==> src/rtl/sudoku_pkg.sv <==
// ---------------------------------------------------------------------------
// sudoku_pkg
//   Shared constants and types for the backtracking Sudoku solver blocks.
//   Grid layout: cell i occupies bits [9i+8:9i]; bit k set = digit k+1 legal.
//   Contents:
//     GRID_W, CELL_W, NCELLS, IDX_W, POSS_W  - grid geometry
//     POSS_SOLVED                            - minPoss code for "no open cell"
//     MAX_GUESS                              - most guesses one cell can take
//     guessState_t                           - guess_iter FSM states
//     satIncCnt()                            - saturating guess counter step
// ---------------------------------------------------------------------------
package sudoku_pkg;

   localparam int CELL_W = 9;
   localparam int NCELLS = 81;
   localparam int GRID_W = CELL_W * NCELLS;
   localparam int IDX_W  = 7;
   localparam int POSS_W = 4;

   localparam logic [POSS_W-1:0] POSS_SOLVED = 4'hF;
   localparam logic [3:0]        MAX_GUESS   = 4'd9;

   typedef enum logic [2:0] {
      ST_IDLE,
      ST_LOAD,
      ST_PRESENT,
      ST_WAIT,
      ST_DONE
   } guessState_t;

   // A cell never has more than nine candidates, so the count stops at nine.
   function automatic logic [3:0] satIncCnt(input logic [3:0] cnt);
      return (cnt >= MAX_GUESS) ? cnt : cnt + 4'd1;
   endfunction

endpackage

==> src/rtl/guess_iter_lowest_bit9.sv <==
// ---------------------------------------------------------------------------
// lowest_bit9
//   Combinational lowest-set-bit finder for a 9-bit candidate mask.
//   Ports:
//     mask   in  9  candidate mask, bit k = digit k+1
//     oneHot out 9  mask with only its lowest set bit kept (0 if mask==0)
//     digit  out 4  position of that bit plus one, 1..9 (0 if mask==0)
//     none   out 1  mask has no bit set
// ---------------------------------------------------------------------------
module lowest_bit9
   import sudoku_pkg::*;
(
   input  logic [CELL_W-1:0] mask,
   output logic [CELL_W-1:0] oneHot,
   output logic [3:0]        digit,
   output logic              none
);

   // Scan from the top down so the last hit, i.e. the lowest bit, wins.
   always_comb begin
      // NOTE: every output gets a default first so no path leaves a latch.
      oneHot = '0;
      digit  = '0;
      for (int k = CELL_W - 1; k >= 0; k--) begin
         if (mask[k]) begin
            oneHot    = '0;
            oneHot[k] = 1'b1;
            digit     = 4'(k + 1);
         end
      end
      none = (mask == '0);
   end

endmodule

==> src/rtl/guess_iter.sv <==
// ---------------------------------------------------------------------------
// guess_iter
//   Branch-guess generator for the backtracking solver. Captures a grid and
//   the cell with the fewest candidates, then presents copies of the grid
//   with that cell forced to one candidate, lowest digit first, advancing on
//   each retry until the solver commits or the candidates run out.
//   Ports:
//     clk        in   1    clock
//     rst        in   1    asynchronous active-low reset
//     start      in   1    capture inGrid/minIdx/minPoss (IDLE only)
//     inGrid     in   729  flattened grid
//     minIdx     in   7    selected cell, 0..80
//     minPoss    in   4    candidate count; 4'hF solved, 0 contradiction
//     out_valid  out  1    guess grid valid (PRESENT)
//     out_ready  in   1    solver takes the guess
//     outGrid    out  729  captured grid with cell guessIdx one-hot
//     guessIdx   out  7    cell being guessed
//     guessVal   out  4    guessed digit 1..9
//     guessCnt   out  4    guesses issued for this cell
//     retry      in   1    last guess failed, try the next candidate
//     commit     in   1    last guess held, release the block
//     solved     out  1    pulse: grid had no unresolved cell
//     exhausted  out  1    pulse: contradiction or candidates used up
//     busy       out  1    not IDLE
// ---------------------------------------------------------------------------
module guess_iter #(
   parameter int NCELLS = sudoku_pkg::NCELLS,
   parameter int CELL_W = sudoku_pkg::CELL_W
) (
   input  logic                             clk,
   input  logic                             rst,
   input  logic                             start,
   input  logic [NCELLS*CELL_W-1:0]         inGrid,
   input  logic [sudoku_pkg::IDX_W-1:0]     minIdx,
   input  logic [sudoku_pkg::POSS_W-1:0]    minPoss,
   output logic                             out_valid,
   input  logic                             out_ready,
   output logic [NCELLS*CELL_W-1:0]         outGrid,
   output logic [sudoku_pkg::IDX_W-1:0]     guessIdx,
   output logic [3:0]                       guessVal,
   output logic [3:0]                       guessCnt,
   input  logic                             retry,
   input  logic                             commit,
   output logic                             solved,
   output logic                             exhausted,
   output logic                             busy
);

   import sudoku_pkg::*;

   localparam int GW = NCELLS * CELL_W;

   guessState_t       state;
   guessState_t       stateNext;

   logic [GW-1:0]     gridQ;      // grid as captured at start
   logic [CELL_W-1:0] remMask;    // candidates not yet handed out
   logic              doneSolved; // which pulse DONE drives

   logic [CELL_W-1:0] startMask;
   logic              startSolved;
   logic              startBad;

   logic [CELL_W-1:0] lowHot;
   logic [3:0]        lowDigit;
   logic              lowNone;
   logic [GW-1:0]     loadGrid;

   // Mask of the selected cell straight from the incoming grid. An index
   // past the last cell matches nothing and reads as an empty mask.
   always_comb begin
      startMask = '0;
      for (int i = 0; i < NCELLS; i++) begin
         if (minIdx == IDX_W'(i)) begin
            startMask = inGrid[i*CELL_W +: CELL_W];
         end
      end
   end

   // Solved takes priority: 4'hF means there is no cell to inspect at all.
   assign startSolved = (minPoss == POSS_SOLVED);
   assign startBad    = (minPoss == '0) || (minIdx >= IDX_W'(NCELLS)) ||
                        (startMask == '0);

   lowest_bit9 uLowest (
      .mask   (remMask),
      .oneHot (lowHot),
      .digit  (lowDigit),
      .none   (lowNone)
   );

   // Guess grid: every cell passes through except the guessed one, which
   // is replaced by the lowest remaining candidate as a one-hot value.
   for (genvar g = 0; g < NCELLS; g++) begin : gCell
      assign loadGrid[g*CELL_W +: CELL_W] =
         (guessIdx == IDX_W'(g)) ? lowHot : gridQ[g*CELL_W +: CELL_W];
   end

   // State register.
   always_ff @(posedge clk or negedge rst) begin
      if (!rst) begin
         state <= ST_IDLE;
      end else begin
         state <= stateNext;
      end
   end

   // Next state and state-decoded outputs.
   always_comb begin
      stateNext = state;
      out_valid = 1'b0;
      busy      = 1'b1;
      solved    = 1'b0;
      exhausted = 1'b0;
      case (state)
         ST_IDLE: begin
            busy = 1'b0;
            if (start) begin
               stateNext = (startSolved || startBad) ? ST_DONE : ST_LOAD;
            end
         end
         ST_LOAD: begin
            stateNext = ST_PRESENT;
         end
         ST_PRESENT: begin
            out_valid = 1'b1;
            if (out_ready) begin
               stateNext = ST_WAIT;
            end
         end
         ST_WAIT: begin
            // Commit is checked first so it wins over a simultaneous retry.
            if (commit) begin
               stateNext = ST_IDLE;
            end else if (retry) begin
               stateNext = lowNone ? ST_DONE : ST_LOAD;
            end
         end
         ST_DONE: begin
            solved    = doneSolved;
            exhausted = !doneSolved;
            stateNext = ST_IDLE;
         end
         default: begin
            stateNext = ST_IDLE;
         end
      endcase
   end

   // Datapath registers.
   always_ff @(posedge clk or negedge rst) begin
      if (!rst) begin
         // NOTE: the wide grid registers are reset too, so outGrid reads 0
         // after reset rather than stale contents from an aborted search.
         gridQ      <= '0;
         outGrid    <= '0;
         remMask    <= '0;
         guessIdx   <= '0;
         guessVal   <= '0;
         guessCnt   <= '0;
         doneSolved <= 1'b0;
      end else begin
         // NOTE: non-blocking throughout, so every register here samples
         // the pre-edge values no matter the statement order.
         case (state)
            ST_IDLE: begin
               if (start) begin
                  gridQ      <= inGrid;
                  guessIdx   <= minIdx;
                  remMask    <= startMask;
                  guessCnt   <= '0;
                  doneSolved <= startSolved;
               end
            end
            ST_LOAD: begin
               guessVal <= lowDigit;
               outGrid  <= loadGrid;
            end
            ST_PRESENT: begin
               if (out_ready) begin
                  // remMask is unchanged since LOAD, so lowHot is still the
                  // candidate currently on display.
                  remMask  <= remMask & ~lowHot;
                  guessCnt <= satIncCnt(guessCnt);
               end
            end
            default: begin
            end
         endcase
      end
   end

endmodule

==> config.mk <==
export PLATFORM = sky130hd
export DESIGN_NAME = guess_iter
export DESIGN_NICKNAME = d
export VERILOG_FILES = /design/src/rtl/sudoku_pkg.sv /design/src/rtl/guess_iter_lowest_bit9.sv /design/src/rtl/guess_iter.sv
export SDC_FILE = /design/constraint.sdc
export NUM_CORES = 2
export LEC_CHECK = 0
export CORE_AREA = 2 2 585 587
export CTS_CLUSTER_SIZE = 14
export DETAILED_ROUTE_END_ITERATION = 10
export DIE_AREA = 0 0 587 589
export HOLD_SLACK_MARGIN = 0.1
export PLACE_DENSITY = 0.36
export SLEW_MARGIN = 20
export SYNTH_ARGS = -nofsm -noshare
export SYNTH_HDL_FRONTEND = slang
export SYNTH_SLANG_ARGS = --single-unit
==> constraint.sdc <==
create_clock -name clk -period 3.5 [get_ports clk]
set_clock_uncertainty 0.05 [all_clocks]
set_input_delay 0.35 -clock clk [delete_from_list [all_inputs] [get_ports clk]]
set_output_delay 0.35 -clock clk [all_outputs]
set_load 0.01 [all_outputs]
==> report_table.html <==
<table>
<tr><th>Metric</th><th>Value</th></tr>
<tr><th colspan="2">Global routing</th></tr>
<tr><td>First-pass GRT wire length</td><td>between 700000 and 800000 um</td></tr>
<tr><td>Vias in the first global route</td><td>about 76000</td></tr>
<tr><td>Antenna violations before repair</td><td>110</td></tr>
<tr><td>GRT Total Usage</td><td>0.319</td></tr>
<tr><td>Pin count of the biggest net entering global routing</td><td>146</td></tr>
<tr><td>Overflow after GRT</td><td>0</td></tr>
<tr><th colspan="2">Power and ir drop</th></tr>
<tr><td>Switching Power</td><td>~0.036 W</td></tr>
<tr><td>Reported leakage power</td><td>48.7 nW</td></tr>
<tr><td>Internal power consumption</td><td>roughly 0.050 W</td></tr>
<tr><td>Sequential cell fraction of total power</td><td>0.355</td></tr>
<tr><td>Share of power burned in the clock network</td><td>0.231</td></tr>
<tr><td>Final Power</td><td>roughly 0.086 W</td></tr>
<tr><td>Power per Cell Area</td><td>between 700 and 800 mW/mm^2</td></tr>
<tr><td>Largest voltage drop on the vdd net</td><td>0.536 mV</td></tr>
<tr><td>Share of total power in combinational logic</td><td>0.414</td></tr>
<tr><td>Fraction of power spent switching nets</td><td>0.422</td></tr>
<tr><th colspan="2">Hold path</th></tr>
<tr><td>Hold crit path type</td><td>input port to asynchronous set/reset pin</td></tr>
<tr><th colspan="2">Final layout</th></tr>
<tr><td>Nets@finish</td><td>~12000</td></tr>
<tr><td>Final core utilization</td><td>0.320</td></tr>
<tr><td>Combined area of the multi-input logic cells</td><td>0.0315 mm^2</td></tr>
<tr><td>Commonest non-fill, non-tap cell in the layout</td><td>nand2_1</td></tr>
<tr><td>Fill cell count</td><td>~36000</td></tr>
<tr><td>Most frequent cells in the layout</td><td>nand2_1, dfrtp_1, clkdlybuf4s50_1, buf_4, o21ai_0</td></tr>
<tr><td>Share of cells above drive strength 1</td><td>0.141</td></tr>
<tr><td>Growth of design area from synthesis to finish</td><td>52.4%</td></tr>
<tr><td>Post-Layout Cell Count</td><td>~16000</td></tr>
<tr><td>Final design area excluding fillers</td><td>about 0.11 mm^2</td></tr>
<tr><td>FF/Latch Area</td><td>0.0372 mm^2</td></tr>
<tr><th colspan="2">Worst setup path</th></tr>
<tr><td>Most frequent cell on the critical path</td><td>buf_4</td></tr>
<tr><td>Max FO, Critical Path</td><td>2</td></tr>
<tr><td>Crit-path slowest cell</td><td>a2111oi_0</td></tr>
<tr><td>Category of the worst setup path capture point</td><td>register</td></tr>
<tr><td>Stage delay of the slowest cell on the critical path</td><td>between 0.7 and 0.8 ns</td></tr>
<tr><td>Worst Path Class, Setup</td><td>input port to register</td></tr>
<tr><td>Cell Chain, Critical Path</td><td>dlygate4sd3_1, clkdlybuf4s50_1, nor2_1, buf_4, nor4_2, a2111oi_0, a211oi_1, o21ai_0, nand3_1, a221o_1, and2b_1, nand4_1, buf_4, a21bo_1</td></tr>
<tr><td>Data arrival time of the critical path</td><td>4.28 ns</td></tr>
<tr><td>Required arrival time at the worst endpoint</td><td>4.23 ns</td></tr>
<tr><td>Startpoint Class</td><td>input port</td></tr>
<tr><th colspan="2">Synth</th></tr>
<tr><td>Average size of a mapped cell</td><td>just over 8 um^2</td></tr>
<tr><td>Biggest area contributors in the synthesized netlist</td><td>dfrtp_1, nand2_1, o21ai_0</td></tr>
<tr><td>Top cell type's share of synthesized area</td><td>0.523</td></tr>
<tr><td>Prevailing post-synth register cell</td><td>dfrtp_1</td></tr>
<tr><td>Synth async-reset ratio</td><td>1.00</td></tr>
<tr><td>Synthesized area</td><td>0.0711 mm^2</td></tr>
<tr><td>Register area share after synthesis</td><td>0.523</td></tr>
<tr><td>Count of flip-flops with a built-in enable after synthesis</td><td>0</td></tr>
<tr><td>Number of flip-flops and latches in the synthesized netlist</td><td>between 1000 and 1500</td></tr>
<tr><td>Post-Synthesis Net Count</td><td>around 9500</td></tr>
<tr><td>Number of different library cells in the post-synthesis netlist</td><td>101</td></tr>
<tr><td>Cells after Synth</td><td>8790</td></tr>
<tr><td>Biggest area consumer among synthesized cells</td><td>dfrtp_1</td></tr>
<tr><td>YS warnings</td><td>0</td></tr>
<tr><th colspan="2">Timing</th></tr>
<tr><td>Final min period</td><td>3.54 ns</td></tr>
<tr><td>Pin slew with the least headroom to its limit</td><td>1.04 ns</td></tr>
<tr><td>Headroom to the max-slew limit</td><td>0.291</td></tr>
<tr><td>Min setup slack post-route</td><td>-0.0442 ns</td></tr>
<tr><td>Final count of pins violating max slew</td><td>0</td></tr>
<tr><td>Period Utilization, post-route</td><td>1.01</td></tr>
<tr><td>Tightest hold margin</td><td>approximately 0.11 ns</td></tr>
<tr><td>RSZ-0062 raised after global routing</td><td>false</td></tr>
<tr><td>Fmax</td><td>0.282 GHz</td></tr>
<tr><td>Number of setup violations in the final report</td><td>2</td></tr>
<tr><td>Final count of hold timing violations</td><td>0</td></tr>
<tr><th colspan="2">Clocking</th></tr>
<tr><td>Number of buffers on the longest clock path</td><td>4</td></tr>
<tr><td>TritonCTS Sinks</td><td>1486</td></tr>
<tr><td>H-tree depth reported by CTS</td><td>4</td></tr>
<tr><td>Clock insertion delay at the later pin of the skew report</td><td>a little over 0.9 ns</td></tr>
<tr><td>Clock transition at path regs</td><td>0.06 ns</td></tr>
<tr><td>Master cell of the clock root buffer</td><td>clkbuf_16</td></tr>
<tr><td>Clock tree from TritonCTS</td><td>built</td></tr>
<tr><td>Total CTS buffers</td><td>190</td></tr>
<tr><th colspan="2">Outcome</th></tr>
<tr><td>Status</td><td>finished with violations</td></tr>
<tr><td>Violated checks</td><td>negative setup slack</td></tr>
<tr><th colspan="2">Placement</th></tr>
<tr><td>Estimated wirelength of the detail-placed design</td><td>460000 um</td></tr>
<tr><td>Global placement routability congestion</td><td>~0.97</td></tr>
<tr><td>Area after detailed placement</td><td>0.101 mm^2</td></tr>
<tr><td>Number of buffers added on ports</td><td>between 1000 and 1500</td></tr>
<tr><td>Number of placed cells counting well taps</td><td>between 15000 and 20000</td></tr>
<tr><th colspan="2">Job</th></tr>
<tr><td>Max-cap viol count</td><td>0</td></tr>
<tr><th colspan="2">Route</th></tr>
<tr><td>Vias</td><td>approximately 78000</td></tr>
<tr><td>Antenna-violating nets left</td><td>0</td></tr>
<tr><td>Post-detailed-route wirelength per cell</td><td>between 30 and 40 um</td></tr>
<tr><td>Overall routed net length</td><td>around 570000 um</td></tr>
<tr><td>Number of violations reported at the end of detailed-routing iteration 0</td><td>roughly 8400</td></tr>
<tr><td>DR pass1 iterations</td><td>7</td></tr>
<tr><td>Detail-routed via count per cell</td><td>4.94</td></tr>
<tr><td>Number of remaining DRC errors</td><td>0</td></tr>
<tr><th colspan="2">Floorplan</th></tr>
<tr><td>Initial standard-cell utilization of the core</td><td>0.210</td></tr>
<tr><td>Die area</td><td>approximately 0.35 mm^2</td></tr>
<tr><td>Chip Height</td><td>about 590 um</td></tr>
<tr><td>Core outline area</td><td>about 0.34 mm^2</td></tr>
<tr><td>Horizontal extent of the die</td><td>587 um</td></tr>
<tr><td>Row Count</td><td>~210</td></tr>
<tr><td>IO Pins</td><td>1494</td></tr>
</table>
==> layer usage <==
layer | global-route usage | share of wire
met1 | 0.424 | 0.43
met2 | 0.514 | 0.46
met3 | 0.0559 | 0.065
met4 | 0.127 | 0.047
met5 | 0 | 0.00027
==> stage by stage <==
step | setup slack [ns] | TNS [ns]
3_3_place_gp | -1.04 | -5.78
6_report | -0.0442 | -0.0819
3_5_place_dp | -1.04 | -5.76
4_1_cts | 0.0130 | 0
2_1_floorplan | 0.726 | 0
5_1_grt | 0.00767 | 0
==> path summary, 6_finish.rpt <==
path / start / end / slack [ns] / cells past startpoint
setup / recovery: inGrid[162] / state[0] / -0.04 / 14
hold / removal: rst / outGrid[459] / 0.11 / 2
setup reg to reg: guessIdx[0] / outGrid[527] / 0.26 / 6
hold reg to reg: gridQ[727] / gridQ[727] / 0.42 / 2
max in group asynchronous: rst / outGrid[636] / 2.06 / 3
min in group clk: inGrid[0] / gridQ[0] / 0.13 / 3
==> power groups by stage <==
stage,logic [W],clock network (W),registers [W]
final,0.0358,0.0199,0.0307
after global routing,0.0385,0.0209,0.0313
after CTS,0.0360,0.0203,0.0306
after detailed placement,0.0357,0,0.0308
after global placement,0.0355,0,0.0307
after floorplan,0.0139,0,0.0297
==> cell families (layout without fill, tap and decap cells) <==
| group | count (synthesis) | after routing | synth area share |
|---|---|---|---|
| AO/OA/AOI/OAI | 2199 | 2199 | 0.175 |
| XOR/XNOR | 1 | 1 | 0.000123 |
| adder cells (fa/ha/maj) | 3 | 3 | 0.000528 |
| buffers and inverters | 721 | 3094 | 0.0420 |
| flip-flops | 1486 | 1486 | 0.523 |
| multiplexers | 153 | 153 | 0.0227 |
| other | 0 | 30 | 0 |
| AND/OR/NAND/NOR | 4227 | 4227 | 0.237 |
==> synth_stat cells (19+ instances only) <==
| cell type | n |
|---|---|
| nor2b_1 | 38 |
| a211oi_1 | 34 |
| clkbuf_1 | 576 |
| nor3_1 | 46 |
| a31oi_1 | 23 |
| nand2b_1 | 24 |
| nand3_1 | 38 |
| o31ai_1 | 19 |
| a221oi_1 | 26 |
| mux2_2 | 20 |
| o22ai_1 | 94 |
| a22oi_1 | 42 |
| o221ai_1 | 19 |
| o211ai_1 | 32 |
| dfrtp_1 | 1486 |
| o21ai_0 | 897 |
| buf_2 | 75 |
| a21oi_1 | 795 |
| buf_4 | 28 |
| nor2_1 | 798 |
| nand2_1 | 3131 |
| mux2i_1 | 122 |
==> cell type report <==
cell class | count | share of cell area
Multi-Input combinational cell | 6583 | 0.291
Clock buffer | 285 | 0.0516
Antenna cell | 30 | 0.000693
Inverter | 19 | 0.000716
Clock inverter | 45 | 0.00474
Timing Repair Buffer | 2745 | 0.256
Tap cell | 4536 | 0.0524
Sequential cell | 1486 | 0.343
==> worst max-delay path, delay by kind of cell <==
kind / cells / cell delay (ns)
and+or+nand+nor: 5 / 0.82
AOI/OAI and AO/OA: 5 / 1.54
buffers and inverters: 4 / 1.57
==> state kept, by name (all words and copies together) (netlist names) <==
| name | count |
|---|---|
| gridQ | 729 |
| outGrid | 729 |
| remMask | 9 |
| guessIdx | 7 |
| guessCnt | 4 |
| guessVal | 4 |
| state | 3 |
| doneSolved | 1 |
==> what timing repair did <==
| item | in CTS | in global routing |
|---|---|---|
| hold endpoints to repair | 964 | 0 |
| endpoints found under the setup margin | 2 | 2 |
| gates resized for setup | 0 | 3 |
| hold buffers | 106 | 0 |
| pin swaps | 1 | 0 |
| setup buffers | 2 | 0 |
Note: power is estimated with default switching activity, not from simulation.
